File: src/rtl/logic_unit_pipe.sv
// Two-stage valid/ready bitwise logic unit with delivered-result counter.
// Optional flags: define LOGIC_UNIT_FLAGS_EN to build flag_zero/flag_parity.
module logic_unit_pipe #(
   parameter int WIDTH = 8,
   parameter int CNT_W = 16
) (
   input  logic             clk,
   input  logic             rst,
   input  logic             in_valid,
   output logic             in_ready,
   input  logic [WIDTH-1:0] a,
   input  logic [WIDTH-1:0] b,
   input  logic [2:0]       op,
   output logic             out_valid,
   input  logic             out_ready,
   output logic [WIDTH-1:0] y,
   output logic             flag_zero,
   output logic             flag_parity,
   output logic [CNT_W-1:0] txn_count
);

   logic             r_s1_v;
   logic [WIDTH-1:0] r_a;
   logic [WIDTH-1:0] r_b;
   logic [2:0]       r_op;
   logic             r_s2_v;
   logic [WIDTH-1:0] r_y;
   logic [CNT_W-1:0] r_cnt;

   logic             w_s2_acc;
   logic             w_in_fire;
   logic             w_out_fire;
   logic [WIDTH-1:0] w_f;

   assign w_s2_acc   = ~r_s2_v | out_ready;
   assign in_ready   = ~r_s1_v | w_s2_acc;
   assign w_in_fire  = in_valid & in_ready;
   assign w_out_fire = r_s2_v & out_ready;

   always_comb begin
      w_f = '0;
      unique case (r_op)
         3'b000: w_f = r_a & r_b;
         3'b001: w_f = r_a | r_b;
         3'b010: w_f = ~r_a;
         3'b011: w_f = ~(r_a & r_b);
         3'b100: w_f = ~(r_a | r_b);
         3'b101: w_f = r_a ^ r_b;
         3'b110: w_f = ~(r_a ^ r_b);
         3'b111: w_f = r_a;
      endcase
   end

   // S1 refills in the same cycle it drains into S2
   always_ff @(posedge clk or posedge rst) begin
      if (rst) begin
         r_s1_v <= 1'b0;
         r_a    <= '0;
         r_b    <= '0;
         r_op   <= '0;
      end else if (w_in_fire) begin
         r_s1_v <= 1'b1;
         r_a    <= a;
         r_b    <= b;
         r_op   <= op;
      end else if (w_s2_acc) begin
         r_s1_v <= 1'b0;
      end
   end

   always_ff @(posedge clk or posedge rst) begin
      if (rst) begin
         r_s2_v <= 1'b0;
         r_y    <= '0;
      end else if (w_s2_acc) begin
         r_s2_v <= r_s1_v;
         if (r_s1_v) r_y <= w_f;
      end
   end

   always_ff @(posedge clk or posedge rst) begin
      if (rst)             r_cnt <= '0;
      else if (w_out_fire) r_cnt <= r_cnt + 1'b1;
   end

`ifdef LOGIC_UNIT_FLAGS_EN
   logic r_fz;
   logic r_fp;

   always_ff @(posedge clk or posedge rst) begin
      if (rst) begin
         r_fz <= 1'b0;
         r_fp <= 1'b0;
      end else if (w_s2_acc && r_s1_v) begin
         r_fz <= ~|w_f;
         r_fp <= ^w_f;
      end
   end

   assign flag_zero   = r_fz;
   assign flag_parity = r_fp;
`else
   assign flag_zero   = 1'b0;
   assign flag_parity = 1'b0;
`endif

   assign out_valid = r_s2_v;
   assign y         = r_y;
   assign txn_count = r_cnt;

endmodule
File: config.mk
export PLATFORM = sky130hd
export DESIGN_NAME = logic_unit_pipe
export DESIGN_NICKNAME = d
export VERILOG_FILES = /design/src/rtl/logic_unit_pipe.sv
export SDC_FILE = /design/constraint.sdc
export NUM_CORES = 1
export LEC_CHECK = 0
export CAP_MARGIN = 15
export CORE_ASPECT_RATIO = 1.4
export CORE_MARGIN = 3
export CORE_UTILIZATION = 52
export DETAILED_ROUTE_END_ITERATION = 8
export PLACE_DENSITY = 0.87
export RECOVER_POWER = 50
export SLEW_MARGIN = 25
export SYNTH_ARGS = -nofsm -noshare
export SYNTH_HDL_FRONTEND = slang
export SYNTH_SLANG_ARGS = --single-unit
File: constraint.sdc
create_clock -name clk -period 1.88 [get_ports clk]
set_clock_uncertainty 0.05 [all_clocks]
set_input_delay 0.376 -clock clk [delete_from_list [all_inputs] [get_ports clk]]
set_output_delay 0.376 -clock clk [all_outputs]
set_load 0.01 [all_outputs]
==> run metrics <==
FF+latch count, synth=between 40 and 50; Resized Gates After CTS=1; share of cells above drive strength 1=15.4%; clk buf depth=2; VDD IR-drop max=714 uV; CTS buffer count=5; Core Area=roughly 0.005 mm^2; FMAX=577 MHz; vias per inst=5.28; clock slew at reported path FFs=approximately 0.090 ns; gr ovfl total=0; clk_lat worst skew=0.30 ns; final core occ=67.6%; fill cell count=392; IO buf count=48; slew at the pin closest to its max-slew limit=1.07 ns; First-pass DRT Iterations=4; Root Driver=clkbuf_8; crit end category=output port; Final #Nets=351; Req. time, crit path=1.45 ns; Final Cycle Share=92.1%; Max transition margin=28.9%; Most used DFF post-synth=dfrtp_1; drt wl/cell=~14 um; worst reg2reg path depth=5; CTS tree=built; DR iter-0 viols=86; # H-tree levels=2; hold buffers post-CTS=0; sequential element share of the synthesized area=42.4%; Hold Path Class=flip-flop to flip-flop; die height=90.5 um; # clock sinks=between 40 and 50; Post-Synthesis Cells=254; row cnt=30; CP max stage cell=clkdlybuf4s50_1; Stages on worst setup path=1; Final Wtd Congestion=0.793; CP delay by family, top=buffers and inverters; share of synthesized registers carrying an async set or reset=100%; hold path depth=1; hpwl dp=~3.8 mm; EDFF count, synth=0; DRC viols=0; Die W=66.4 um; RSZ-0062 raised after global routing=false; Mapped Avg Cell Area=about 10 um^2; Hold Vio Cnt, Final=0; initial antenna violation count=0; Data arrival, critical path=1.31 ns; Post-DRT Antenna Nets=0; CP peak stage delay=approximately 0.58 ns; vias in the first global route=2058; first-pass GRT wire length=between 8 and 9 mm; maxcap violations=0; Ports=51; post-synthesis cell type count=45; Critical Path Fanout Max=6; TNS Setup=0 ns; r2r setup slk=~0.26 ns; Global Route Usage Sum=about a fifth; pwr dens=936 mW/mm^2; pin count of the biggest net entering global routing=46; via count=1986; Total Wirelength=5.15 mm; leakage=1.48 nW; max-slew violation count=0; worst setup margin=roughly 0.15 ns; Area Overhead vs Synth=24.3%; synthesized area=0.00266 mm^2; fin crit period=between 1.5 and 2 ns; Initial Utilization=54.4%; CP Launch Type=flip-flop; postcts setup bufs=0; final setup fails=0; Worst Setup Path Type=flip-flop to output port; run status=finished, final reports clean; n_diodes=0; Buf/Inv on CP=1; die area=0.00601 mm^2; DP Worst Slack=-0.0755 ns; Yosys warnings=0; CP cell instances=clkdlybuf4s50_1
## routing by layer
layer,GRT usage (%),vias to the layer above,part of all wire (%)
met1,22.8,932,43
met4,7.29,0,1.2
li1,-,998,-
met3,4.73,6,5.0
met2,31.5,50,51
met5,0,-,0
## state kept, by name, summed over array words and instances, names as in the netlist
register,cells
txn_count,16
out_valid,1
r_s1_v,1
r_a,8
r_b,8
r_op,3
y,8
## through the flow
stage | power (W) | cells | hold WS [ns] | area (um^2)
global route | 0.00331 | 376 | 0.457 | 3300
global placement | 0.00248 | 368 | 0.412 | 3250
detailed placement | 0.00252 | 368 | 0.419 | 3250
CTS | 0.00314 | 376 | 0.390 | 3340
finish | 0.00309 | 376 | 0.429 | 3300
floorplan | 0.00206 | 255 | 0.407 | 2660
## worst paths after layout
check / endpoint / start
max: txn_count[7] / txn_count[7]
min: txn_count[15] / txn_count[15]
max reg2reg: y[3] / r_op[0]
min reg2reg: txn_count[15] / txn_count[15]
max in group asynchronous: y[2] / rst
min in group asynchronous: txn_count[15] / rst
## power breakdown
part | switching [W] | total [W] | internal (W)
Clock | 0.000346 | 0.000607 | 0.000261
Sequential | 0.000180 | 0.00133 | 0.00115
Combinational | 0.000516 | 0.00115 | 0.000633
## final cells by class
cell class	count	area, um^2	share of cell area, %
clock inverter	3	22.5	0.683
timing repair buffer	63	574	17.4
multi-input combinational	177	1360	41.1
tap	64	80.1	2.43
inverter	19	71.3	2.16
sequential	45	1130	34.1
clock buffer	5	68.8	2.09
## synthesized netlist by cell type, types with 3 or more instances
cell | count | area (um^2)
o22ai_1 | 3 | 18.8
nand2b_1 | 8 | 50.1
mux2i_1 | 4 | 40.0
buf_6 | 3 | 33.8
o21ai_0 | 5 | 25.0
dfrtp_1 | 45 | 1130
xor2_1 | 5 | 43.8
nand3b_1 | 3 | 22.5
a21oi_1 | 8 | 40.0
nor2_1 | 13 | 48.8
nor2b_1 | 7 | 43.8
xnor2_1 | 10 | 87.6
nand2_1 | 17 | 63.8
nor2_2 | 3 | 18.8
ha_1 | 17 | 213
o32ai_1 | 5 | 43.8
nand3_1 | 7 | 35.0
mux2_2 | 23 | 259
inv_1 | 19 | 71.3
buf_2 | 4 | 20.0
buf_4 | 6 | 45.0
nor3_1 | 4 | 20.0
a22o_1 | 4 | 35.0
## logic make-up (layout without fill, tap and decap cells)
| logic type | after synthesis | count (layout) | synth area share [%] |
|---|---|---|---|
| other | 1 | 2 | 0.141 |
| xor gates and xnor gates | 15 | 15 | 4.95 |
| muxes | 27 | 27 | 11.3 |
| DFF | 45 | 45 | 42.4 |
| AOI/OAI and AO/OA | 40 | 40 | 10.8 |
| and+or+nand+nor | 76 | 76 | 15.9 |
| buffers and inverters | 33 | 90 | 6.55 |
| adders and majority gates | 17 | 17 | 8.01 |
## cell usage in the layout, fill, tap and decap left out, types with 5 or more instances in the layout
cell type         n
buf_4             7
a21oi_1           8
nand3_1           7
clkdlybuf4s50_1  46
nand2_1          18
clkbuf_8          5
xor2_1            5
inv_1            18
nor2b_1           7
xnor2_1          10
mux2_2           23
dfrtp_1          45
ha_1             17
o21ai_0           5
o32ai_1           5
nand2b_1          8
nor2_1           13
(Power assumes the default switching activity.)
